==> config.mk <==
export PLATFORM = sky130hd
export DESIGN_NAME = led_blink_scheduler
export DESIGN_NICKNAME = d
export VERILOG_FILES = /design/src/rtl/led_blink_scheduler.sv
export SDC_FILE = /design/constraint.sdc
export NUM_CORES = 1
export LEC_CHECK = 0
export BUFFER_PORTS_ARGS = -buffer_cell sky130_fd_sc_hd__buf_2
export CAP_MARGIN = 20
export CORE_UTILIZATION = 54
export DETAILED_ROUTE_END_ITERATION = 10
export PLACE_DENSITY = 0.77
export SETUP_SLACK_MARGIN = 0.1
export SYNTH_ARGS = -nofsm -noshare
export SYNTH_HDL_FRONTEND = slang
export SYNTH_SLANG_ARGS = --single-unit
==> constraint.sdc <==
create_clock -name CLK100MHZ -period 3.6 [get_ports CLK100MHZ]
set_input_delay 0.36 -clock CLK100MHZ [delete_from_list [all_inputs] [get_ports CLK100MHZ]]
set_output_delay 0.36 -clock CLK100MHZ [all_outputs]
set_load 0.03 [all_outputs]
==> src/rtl/led_blink_scheduler.sv <==
// Round-robin LED blink scheduler: one requester owns the LED per job.
// Define LED_SCHED_GAP_EN to add a GAP_TICKS idle-low gap after every job.
module led_blink_scheduler #(
  parameter int NUM_REQ   = 4,
  parameter int TICK_DIV  = 100000,
  parameter int GAP_TICKS = 500
) (
  input  logic                 CLK100MHZ,
  input  logic                 CPU_RESETN,
  input  logic [NUM_REQ-1:0]   req,
  input  logic [4*NUM_REQ-1:0] req_count,
  input  logic [8*NUM_REQ-1:0] req_half,
  output logic [NUM_REQ-1:0]   grant,
  output logic [NUM_REQ-1:0]   done,
  output logic                 busy,
  output logic                 LED
);
  localparam int PW  = $clog2(NUM_REQ);
  localparam int PRW = (TICK_DIV > 1) ? $clog2(TICK_DIV) : 1;
  localparam logic [PRW-1:0] PR_LAST = PRW'(TICK_DIV - 1);
  localparam logic [PW-1:0]  PTR_RST = PW'(NUM_REQ - 1);

  typedef enum logic [1:0] {IDLE, ON, OFF, GAP} state_t;

  state_t             state, state_d;
  logic [PW-1:0]      ptr, ptr_d, win, cand;
  logic [PRW-1:0]     presc, presc_d;
  logic [15:0]        phase, phase_d;
  logic [3:0]         left, left_d, left_dec, win_cnt;
  logic [7:0]         half, half_d, win_half;
  logic [NUM_REQ-1:0] grant_d, done_d;
  logic               led_d, found;
  logic               tick, half_end, gap_end, abort;

`ifdef LED_SCHED_GAP_EN
  localparam logic [15:0] GAP_LAST = 16'(GAP_TICKS - 1);
  assign gap_end = tick && (phase == GAP_LAST);
`else
  logic unused_gap;
  assign unused_gap = ^GAP_TICKS;
  // Without the gap, GAP is only a one-cycle stop for count-0 jobs.
  assign gap_end = 1'b1;
`endif

  assign tick     = (presc == PR_LAST);
  assign half_end = tick && (phase == 16'(half) - 16'd1);
  assign abort    = (state != IDLE) && ((req & grant) == '0);
  assign left_dec = (left != 4'd0) ? left - 4'd1 : 4'd0;

  // First set request above the pointer, wrapping around.
  always_comb begin
    found    = 1'b0;
    win      = ptr;
    cand     = ptr;
    win_cnt  = '0;
    win_half = '0;
    for (int k = 1; k <= NUM_REQ; k++) begin
      cand = PW'((int'(ptr) + k) % NUM_REQ);
      if (!found && req[cand]) begin
        found = 1'b1;
        win   = cand;
      end
    end
    for (int i = 0; i < NUM_REQ; i++) begin
      if (PW'(i) == win) begin
        win_cnt  = req_count[4*i +: 4];
        win_half = req_half[8*i +: 8];
      end
    end
  end

  always_comb begin
    state_d = state;
    grant_d = grant;
    done_d  = '0;
    led_d   = LED;
    ptr_d   = ptr;
    presc_d = tick ? '0 : presc + 1'b1;
    phase_d = phase;
    left_d  = left;
    half_d  = half;
    if (abort) begin
      state_d = IDLE;
      grant_d = '0;
      led_d   = 1'b0;
      phase_d = '0;
    end else begin
      unique case (state)
        IDLE: if (found) begin
          grant_d = NUM_REQ'(1) << win;
          ptr_d   = win;
          presc_d = '0;
          phase_d = '0;
          left_d  = win_cnt;
          half_d  = (win_half == 8'd0) ? 8'd1 : win_half;
          state_d = (win_cnt != 4'd0) ? ON : GAP;
          led_d   = (win_cnt != 4'd0);
        end
        ON: begin
          if (half_end) begin
            state_d = OFF;
            led_d   = 1'b0;
            phase_d = '0;
          end else if (tick) begin
            phase_d = phase + 16'd1;
          end
        end
        OFF: begin
          if (half_end) begin
            left_d  = left_dec;
            phase_d = '0;
            if (left_dec != 4'd0) begin
              state_d = ON;
              led_d   = 1'b1;
            end else begin
`ifdef LED_SCHED_GAP_EN
              state_d = GAP;
`else
              state_d = IDLE;
              grant_d = '0;
              done_d  = grant;
`endif
            end
          end else if (tick) begin
            phase_d = phase + 16'd1;
          end
        end
        GAP: begin
          if (gap_end) begin
            state_d = IDLE;
            grant_d = '0;
            done_d  = grant;
            phase_d = '0;
          end else if (tick) begin
            phase_d = phase + 16'd1;
          end
        end
        default: ;
      endcase
    end
  end

  always_ff @(posedge CLK100MHZ or negedge CPU_RESETN) begin
    if (!CPU_RESETN) begin
      state <= IDLE;
      grant <= '0;
      done  <= '0;
      busy  <= 1'b0;
      LED   <= 1'b0;
      ptr   <= PTR_RST;
      presc <= '0;
      phase <= '0;
      left  <= '0;
      half  <= '0;
    end else begin
      state <= state_d;
      grant <= grant_d;
      done  <= done_d;
      busy  <= (state_d != IDLE);
      LED   <= led_d;
      ptr   <= ptr_d;
      presc <= presc_d;
      phase <= phase_d;
      left  <= left_d;
      half  <= half_d;
    end
  end
endmodule

Word level (Yosys, flattened, before mapping). Index checks and enable logic that the tools add are counted. W data, S select, Z words.

Bits of input ports: 54. Flip-flop bits (word level): 59. Word-level logic and storage cells: 127.

$lt $le $gt $ge: 4. Mux-type cells: 60. Bitwise operators: 2. Add/subtract/negate cells: 8. Shift-type cells: 1. Reduce and logical (&&, ||, !) cells: 26. Equality and inequality tests: 16.

Operators with widths (count): $mux W17 (4); $mux W16 (4); $mux W4 (14); $pmux W16 S3 (1); $mux W8 (5); $reduce_bool A4 Y1 (5); $mux W2 (9); $add A17 B1 Y17 const B (1); $eq A17 B17 Y1 const B (1); $add A16 B1 Y16 const B (1); $eq A16 B16 Y1 (1); $pmux W4 S2 (2); $ne A3 B3 Y1 const B (5); $mux W1 (14); $lt A2 B3 Y1 const B (4); $pmux W4 S3 (1); $sub A8 B1 Y9 const B (1); $bmux W1 S2 (4); $logic_not A8 Y1 (1); $pmux W2 S4 (1); $reduce_and A4 Y1 (2); $reduce_bool A2 Y1 (3); $logic_and A1 B1 Y1 (5); $reduce_and A5 Y1 (1); 19 further kinds (27).

Logic depth before layout (Yosys ltp). Gate-level depths: netlist (run 1).

Word-level depth: 24. Depth in mapped cells: 10.

Worst setup path before layout (run 1). No wires, ideal clock.

Path kind: reg2reg. Start: register half[0]. End: register busy. Setup slack: 710 ps. Data required time: 3528 ps. Buffers on the path: 0. Library setup time: 72 ps. Data arrival time: 2818 ps. Stages on the path, launching flop included: 11. Period minus slack after synthesis: 2890 ps. Path through: dfrtp_1 -> inv_1 -> ha_1 -> or4b_4 -> or3_1 -> a21o_1 -> a221oi_2 -> nand3_2 -> or4_4 -> o211ai_2 -> nand4b_1.

Word-level cells in the longest chain between the ends: 7. Elaborated cells on any way between the ends: 8. Those cells by class: add/sub: 1; eq/ne: 1; mux: 4; reduce/logical: 2.

RTL lines: start, declared (line 30) `logic [7:0] half, half_d, win_half;`; start signal, assigned (line 165) `half <= half_d;`; $sub A8 B1 Y9 * (line 46) `assign half_end = tick && (phase == 16'(half) - 16'd1);`; $eq A16 B16 Y1 * (line 46); $logic_and A1 B1 Y1 * (line 46); $mux W2 (on tied branches) (line 109, 100); $pmux W2 S4 * (line 88) `unique case (state)`; $mux W2 * (line 82) `if (abort) begin`; via state_d[0] (line 25) `state_t state, state_d;`; $reduce_bool A2 Y1 * (line 159) `busy <= (state_d != IDLE);`; end signal, assigned (line 159); end, declared (line 15) `output logic busy,`.

The timed path passes the listed nets; every way through them passes the cells marked *. A chain may end at the register's enable or synchronous reset.

Worst setup path in the final report (run 1).
Start: register half[0]. End: register left[3].

Word-level cells in the longest chain between the ends: 5.

RTL lines: $sub A8 B1 Y9 (line 46); $eq A16 B16 Y1 (line 46); $logic_and A1 B1 Y1 (line 46); $ne A2 B2 Y1 (no source line); $reduce_and A4 Y1 (no source line); end signal, assigned (line 164) `left <= left_d;`; end, declared (line 29) `logic [3:0] left, left_d, left_dec, win_cnt;`.

No other way between the ends.

==> results of run 1 <==
==> layer usage <==
metal  GRT usage, %  part of all wire (%)  vias to the layer above
met3          4.253                   4.5                        8
met4          12.23                   1.4                        0
met1          31.45                    46                     1500
li1               -                     -                     1587
met5              0                     0                        -
met2          40.24                    48                      101
==> where the power goes <==
part | leakage [nW] | internal, mW | total, mW | switching (mW)
combinational | 1.10 | 0.553 | 1.36 | 0.812
sequential | 0.783 | 0.807 | 0.959 | 0.152
clock | 0.0950 | 0.316 | 0.586 | 0.270
total | 1.98 | 1.68 | 2.91 | 1.23
==> registers in the layout, indices dropped and copies added, names as in the netlist <==
name,count
half,8
presc,17
phase,16
state,2
ptr,2
done,4
grant,4
busy,1
LED,1
left,4
==> cell families after synthesis <==
group           share of synthesized area, %
simple gates                           26.12
xor+xnor                               8.190
flops                                  40.67
mux                                    7.226
fa+ha+maj                              2.409
buf+inv                                2.959
compound gates                         12.42
==> critical path, stage by stage (launching register included) <==
cell	delay, ns
dfrtp_1	0.43
inv_1	0.08
ha_1	0.23
or4b_4	0.51
or3_1	0.36
a21o_1	0.19
a221oi_2	0.27
a31oi_1	0.18
nor2_1	0.34
o21ai_0	0.18
a32o_1	0.24
==> worst paths after layout <==
kind                             startpoint        to  slack (ns)
worst min-delay path             CPU_RESETN  presc[5]        0.10
max in group asynchronous        CPU_RESETN   half[4]        2.68
worst max register to register      half[0]   left[3]        0.48
worst max-delay path                half[0]   left[3]        0.48
worst min register to register     presc[0]  presc[0]        0.46
min in group CLK100MHZ          req_half[0]   half[0]        0.42
==> final cells by class <==
type | count | area (µm²) | share of cell area (%)
Multi-Input combinational cell | 329 | 2049 | 48.62
Sequential cell | 59 | 1479 | 35.08
Timing Repair Buffer | 67 | 345.3 | 8.192
Clock buffer | 9 | 123.9 | 2.939
Tap cell | 77 | 96.34 | 2.286
Clock inverter | 7 | 68.82 | 1.633
Inverter | 14 | 52.55 | 1.247
==> synth_stat cells (2+ instances only) <==
cell	number	area, µm²
o2bb2ai_1	4	35.03
a21o_1	3	22.52
nor3_1	7	35.03
mux2i_1	24	240.2
xnor2_1	17	148.9
o31ai_1	3	22.52
inv_1	14	52.55
nand2_1	68	255.2
a32oi_1	4	35.03
nor4_1	5	31.28
clkbuf_1	12	45.04
dfstp_2	2	52.55
or3_1	4	25.02
xor2_1	17	148.9
or2_2	3	18.77
o21ai_0	17	85.08
dfrtp_1	57	1426
and4_1	2	17.52
a22o_1	3	26.28
mux2_2	2	22.52
nand2b_1	5	31.28
a31oi_1	5	31.28
nand3_1	14	70.07
nor4bb_1	2	20.02
a32o_1	3	30.03
ha_1	7	87.58
nor2_1	53	198.9
or4_1	2	15.01
nor4b_1	2	17.52
nand4_1	9	56.30
a21oi_1	14	70.07
buf_2	2	10.01
a22oi_1	3	22.52
nor2b_1	3	18.77
and3_1	6	37.54
==> cells in the final DEF, fill, tap and decap left out, types with 3 or more instances in the layout <==
cell and count:
nand4_1 9, a31oi_1 5, nor2_1 53, nand2_1 68, a22oi_1 3, nor3_1 7
or3_1 4, o2bb2ai_1 4, xnor2_1 17, nand3_1 14, a21o_1 3, xor2_1 17
nor4_1 5, or2_2 3, clkinv_2 3, a21oi_1 14, o31ai_1 3, buf_4 4
a32o_1 3, clkbuf_8 9, ha_1 7, a22o_1 3, dfrtp_1 57, o21ai_0 17
mux2i_1 24, and3_1 6, nand2b_1 5, a32oi_1 4, buf_2 63, inv_1 14
nor2b_1 3
==> reports/results.tsv, run 1 <==
metric	value	unit
status	complete, but fails checks	
violated checks	DRC	
Setup violations, final	0	
Root Driver	clkbuf_8	
final instance area	0.004215	mm²
synthesized netlist cell count	416	
post-synthesis register bit count	59	
first-pass GRT wire length	13.68	mm
post-route ant nets	0	
gr ovfl total	0	
area of the mapped netlist	0.003636	mm²
Clk Latency, worst-skew pair	0.34	ns
syn nets	477	
Netlist cell types	53	
Pwr Total	2.910	mW
RSZ-0062 raised after global routing	false	
clock buffer count from CTS	9	
share of cells above drive strength 1	20.41	%
Final #Nets	541	
Layout fillers	544	
slew margin rel.	46.06	%
post-CTS resize count	0	
row count	29	
Ys Warns	0	
Clock Skew	0.009972	ns
drt drc	2	
Vias	3196	
Startpoint Class	flip-flop	
Lkg Pwr	1.978	nW
CTS tree	yes	
area delta synth->final	15.93	%
initial antenna violation count	0	
slew at the pin closest to its max-slew limit	0.8091	ns
# IOs	64	
core area	0.006422	mm²
critical path capture point type	flip-flop	
Top FF cell, synth	dfrtp_1	
Hold Vio Cnt, Final	0	
Worst EP arrival	3.34	ns
clk buf depth	2	
I/O Buffers	63	
Crit Path Max Fanout	6	
DRT Pass-1 Iters	8	
CP Class	reg2reg	
highest clock rate	0.3205	GHz
final core utilization	65.63	%
Placement Cell Area	0.004023	mm²
Hold Path Class	in2async	
Post-CTS Setup Bufs	0	
chip height	84.06	µm
Tmin final	3.120	ns
Setup TNS Final	0	ns
Post-DP HPWL	6.029	mm
GRT Util Overall	24.59	%
H-tree level count	3	
clk slew on worst S/H paths	0.07	ns
die width	84.06	µm
Post-CTS Hold Fix Bufs	0	
fin cells	562	
Seq/Total Area, Yosys	40.67	%
routed vias/inst	5.687	
Post-synth ARST share	100.0	%
Max Cap Violations	0	
PwrDens	690.4	mW/mm²
gpl congestion	0.8611	
largest net degree at the start of global routing	38	
Routed WL	7.918	mm
First DRT Iteration DRCs	98	
Worst Reg2Reg Path Length in Cells	10	
dpl cells	546	
Initial Util	56.61	%
Place WS	0.5014	ns
number of synthesized flops with an enable pin	0	
Tcrit/Tclk final	86.68	%
PnR worst setup slack	0.4796	ns
Crit path required time	3.82	ns
syn avg cell area	8.740	µm²
final hold slack	0.1033	ns
Routed WL per cell	14.09	µm
peak supply drop	0.4795	mV
vias in the first global route	3029	
clk sinks	59	
number of diodes	0	
Die ar.	0.007065	mm²
max-slew violations	0	
Note: power is estimated with default switching activity, not from simulation.
==> run 2, diff against run 1 <==
--- a/config.mk
+++ b/config.mk
@@ -9,7 +9,7 @@
 export CAP_MARGIN = 20
 export CORE_UTILIZATION = 54
 export DETAILED_ROUTE_END_ITERATION = 10
-export PLACE_DENSITY = 0.77
+export PLACE_DENSITY = 0.84
 export SETUP_SLACK_MARGIN = 0.1
 export SYNTH_ARGS = -nofsm -noshare
 export SYNTH_HDL_FRONTEND = slang
==> reports/results.tsv, run 2 (synthesis gave the netlist of run 1 again) <==
metric	value	unit
status	completed	
vias in the first global route	3030	
Pwr Total	2.980	mW
GRT Util Overall	24.73	%
clk sinks	59	
gr ovfl total	0	
Routed WL	8.066	mm
Crit Path Max Fanout	9	
peak supply drop	0.6019	mV
First DRT Iteration DRCs	180	
H-tree level count	3	
Startpoint Class	flip-flop	
slew margin rel.	43.47	%
Tcrit/Tclk final	87.02	%
Routed WL per cell	14.35	µm
Vias	3226	
clock buffer count from CTS	9	
Clock Skew	0.01576	ns
Hold Path Class	in2async	
Initial Util	56.61	%
most frequent cells in the layout	nand2_1 (68), buf_2 (63), dfrtp_1 (57)	
post-route ant nets	0	
Setup violations, final	0	
CP Class	reg2reg	
PwrDens	704.2	mW/mm²
Clk Latency, worst-skew pair	0.35	ns
Crit path required time	3.88	ns
first-pass GRT wire length	13.85	mm
clk slew on worst S/H paths	0.08	ns
Hold Vio Cnt, Final	0	
Worst EP arrival	3.41	ns
largest net degree at the start of global routing	40	
slew at the pin closest to its max-slew limit	0.8480	ns
CTS tree	yes	
core area	0.006422	mm²
highest clock rate	0.3192	GHz
I/O Buffers	63	
number of diodes	0	
share of cells above drive strength 1	20.00	%
clk buf depth	2	
DRT Pass-1 Iters	4	
RSZ-0062 raised after global routing	false	
routed vias/inst	5.740	
most common cell after layout, fill and taps aside	nand2_1	
gpl congestion	0.8582	
Lkg Pwr	1.986	nW
row count	29	
Post-CTS Setup Bufs	0	
Largest Register	presc	
largest registers	presc: 17 flops, phase: 16 flops, half: 8 flops	
fin cells	562	
final core utilization	65.89	%
chip height	84.06	µm
Post-CTS Hold Fix Bufs	0	
# IOs	64	
Final #Nets	541	
Worst Reg2Reg Path Length in Cells	10	
post-CTS resize count	0	
Die ar.	0.007065	mm²
drt drc	0	
Max Cap Violations	0	
dpl cells	546	
PnR worst setup slack	0.4672	ns
Place WS	0.5213	ns
initial antenna violation count	0	
max-slew violations	0	
max FFs per register	17	
Root Driver	clkbuf_8	
area delta synth->final	16.38	%
die width	84.06	µm
critical path capture point type	flip-flop	
Setup TNS Final	0	ns
Tmin final	3.133	ns
Post-DP HPWL	5.975	mm
Layout fillers	527	
==> run 2: cell count changes in the layout (fill, tap and decap cells not counted), sizes merged <==
cell | before | now
clkbuf | 9 | 11
clkinv | 4 | 2
bufinv | 1 | 2
clkinvlp | 2 | 1
==> run 2: where the power goes <==
part | internal, mW | switching [mW]
registers | 0.807 | 0.157
clock network | 0.388 | 0.265
logic | 0.552 | 0.811
==> run 2: per-stage QoR <==
stage,area (µm²),hold WS [ns]
floorplan,3636,0.06441
global placement,4023,0.4484
detailed placement,4023,0.4527
CTS,4232,0.1418
global route,4232,0.1828
finish,4232,0.1145
==> run 2: cell type report <==
class / instances / area [µm²] / area share, %
clock buffer: 11 / 131.4 / 3.105
clock inverter: 5 / 77.57 / 1.833
inverter: 14 / 52.55 / 1.242
multi-input combinational: 329 / 2049 / 48.43
sequential: 59 / 1479 / 34.95
tap: 77 / 96.34 / 2.277
timing repair buffer: 67 / 345.3 / 8.161
==> run 2: metal layers <==
metal | part of all wire, % | track usage, % | vias to the layer above
met1 | 44 | 31.67 | 1499
met5 | 0 | 0 | -
met4 | 1.8 | 10.19 | 0
li1 | - | - | 1586
met2 | 48 | 40.76 | 126
met3 | 5.7 | 5.143 | 15
==> run 2: worst max-delay path, stage by stage (launching register included) <==
cell and delay, ns:
dfrtp_1 0.43, inv_1 0.08, ha_1 0.23, or4b_4 0.52, or3_1 0.36, a21o_1 0.19, a221oi_2 0.26, nand3_2 0.22
or4_4 0.55, o211ai_2 0.09, nand4b_1 0.14
==> run 2: path summary, 6_finish.rpt <==
check	slack, ns	start	end
worst max-delay path	0.47	half[0]	busy
worst min-delay path	0.11	CPU_RESETN	LED
worst max register to register	0.47	half[0]	busy
worst min register to register	0.46	presc[0]	presc[0]
max in group asynchronous	2.67	CPU_RESETN	half[4]
min in group CLK100MHZ	0.43	req_half[8]	half[0]
==> run 3, diff against run 2 <==
--- a/config.mk
+++ b/config.mk
@@ -9,6 +9,7 @@
 export CAP_MARGIN = 20
 export CORE_UTILIZATION = 54
 export DETAILED_ROUTE_END_ITERATION = 10
+export MAX_ROUTING_LAYER = met4
 export PLACE_DENSITY = 0.84
 export SETUP_SLACK_MARGIN = 0.1
 export SYNTH_ARGS = -nofsm -noshare
==> reports/results.tsv, run 3 (synthesis gave the netlist of run 1 again) <==
metric	value	unit
clk buf depth	2	
Final #Nets	541	
gr ovfl total	0	
clock buffer count from CTS	9	
Multi-input gate area	0.002049	mm²
slew at the pin closest to its max-slew limit	0.8634	ns
row count	29	
critical path capture point type	flip-flop	
Layout fillers	527	
Setup TNS Final	0	ns
Worst Reg2Reg Path Length in Cells	10	
Critical Path Start	half[0]	
max FFs per register	17	
Clk Latency, worst-skew pair	0.35	ns
number of diodes	0	
PnR worst setup slack	0.4719	ns
Hold Vio Cnt, Final	0	
Root Driver	clkbuf_8	
Post-CTS Setup Bufs	0	
register-to-register setup slack	0.47	ns
slew margin rel.	42.44	%
Placement Cell Area	0.004023	mm²
Worst EP arrival	3.41	ns
post-route ant nets	0	
Initial Util	56.61	%
most frequent cells in the layout	nand2_1 (68), buf_2 (63), dfrtp_1 (57)	
Post-DP HPWL	5.975	mm
Tmin final	3.128	ns
Die ar.	0.007065	mm²
Reg area	0.001479	mm²
reg2reg end	busy	
Crit Path Max Fanout	9	
CTS tree	yes	
routed vias/inst	5.715	
Startpoint Class	flip-flop	
Post-CTS Hold Fix Bufs	0	
Routed WL	8.067	mm
Tcrit/Tclk final	86.89	%
peak supply drop	0.6056	mV
Vias	3212	
area delta synth->final	16.38	%
crit-path cells	inv_1 -> ha_1 -> or4b_4 -> or3_1 -> a21o_1 -> a221oi_2 -> nand3_2 -> or4_4 -> o211ai_2 -> nand4b_1	
Max stage delay on crit path	0.55	ns
status	completed	
Max Cap Violations	0	
share of cells above drive strength 1	20.00	%
core area	0.006422	mm²
largest registers	presc: 17 flops, phase: 16 flops, half: 8 flops	
crit-path leading delay family	simple AND/OR/NAND/NOR gates	
clk slew on worst S/H paths	0.07	ns
largest net degree at the start of global routing	40	
clk sinks	59	
critical path's slowest cell	or4_4	
GRT Util Overall	25.49	%
final instance area	0.004232	mm²
FF-to-FF Start	half[0]	
RSZ-0062 raised after global routing	false	
Crit path required time	3.88	ns
WP buf/inv	1	
chip height	84.06	µm
gpl congestion	0.8720	
Routed WL per cell	14.35	µm
post-CTS resize count	0	
DRT Pass-1 Iters	5	
vias in the first global route	3027	
Clock Skew	0.01339	ns
drt drc	0	
CP Class	reg2reg	
die width	84.06	µm
Pwr Total	2.977	mW
First DRT Iteration DRCs	168	
highest clock rate	0.3197	GHz
PwrDens	703.5	mW/mm²
Largest Register	presc	
most common cell after layout, fill and taps aside	nand2_1	
Lkg Pwr	1.986	nW
first-pass GRT wire length	13.86	mm
Hold Path Class	in2async	
initial antenna violation count	0	
# IOs	64	
Setup violations, final	0	
I/O Buffers	63	
H-tree level count	3	
Place WS	0.5213	ns
max-slew violations	0	
run 3: stage by stage:
stage / hold slack [ns] / util, % / instances
6_report: 0.1242 / 65.89 / 562
5_1_grt: 0.1810 / 65.89 / 562
4_1_cts: 0.1418 / 65.89 / 562
3_5_place_dp: 0.4527 / 62.63 / 546
3_3_place_gp: 0.4484 / 62.63 / 546
2_1_floorplan: 0.06441 / - / 416
run 3: worst reg2reg max path, stage by stage, from the launching register on:
cell	delay [ns]
dfrtp_1	0.43
inv_1	0.08
ha_1	0.23
or4b_4	0.52
or3_1	0.36
a21o_1	0.19
a221oi_2	0.26
nand3_2	0.22
or4_4	0.55
o211ai_2	0.09
nand4b_1	0.14
run 3: layout make-up:
cell class	instances	area share (%)
Multi-Input combinational cell	329	48.43
Sequential cell	59	34.95
Timing Repair Buffer	67	8.161
Clock buffer	11	3.105
Tap cell	77	2.277
Clock inverter	5	1.833
Inverter	14	1.242
run 3: metal layers:
| metal | global-route usage (%) | wire [µm] | up-vias |
|---|---|---|---|
| met5 | - | 0 | - |
| met4 | 11.60 | 187 | 0 |
| met3 | 4.253 | 451 | 16 |
| met2 | 40.76 | 3866 | 133 |
| met1 | 31.80 | 3562 | 1479 |
| li1 | - | - | 1584 |
run 3: worst max path at each step:
stage               endpoint  slack, ns  depth (start not counted)
global route            busy       0.34                         10
CTS                     busy       0.49                         10
floorplan               busy       0.71                         10
detailed placement      busy       0.52                         10
global placement        busy       0.61                         10
finish                  busy       0.47                         10
run 3: power breakdown:
part           total [mW]  internal (mW)  switching (mW)
Clock               0.652          0.388           0.264
Combinational        1.36          0.552           0.810
Sequential          0.963          0.807           0.156
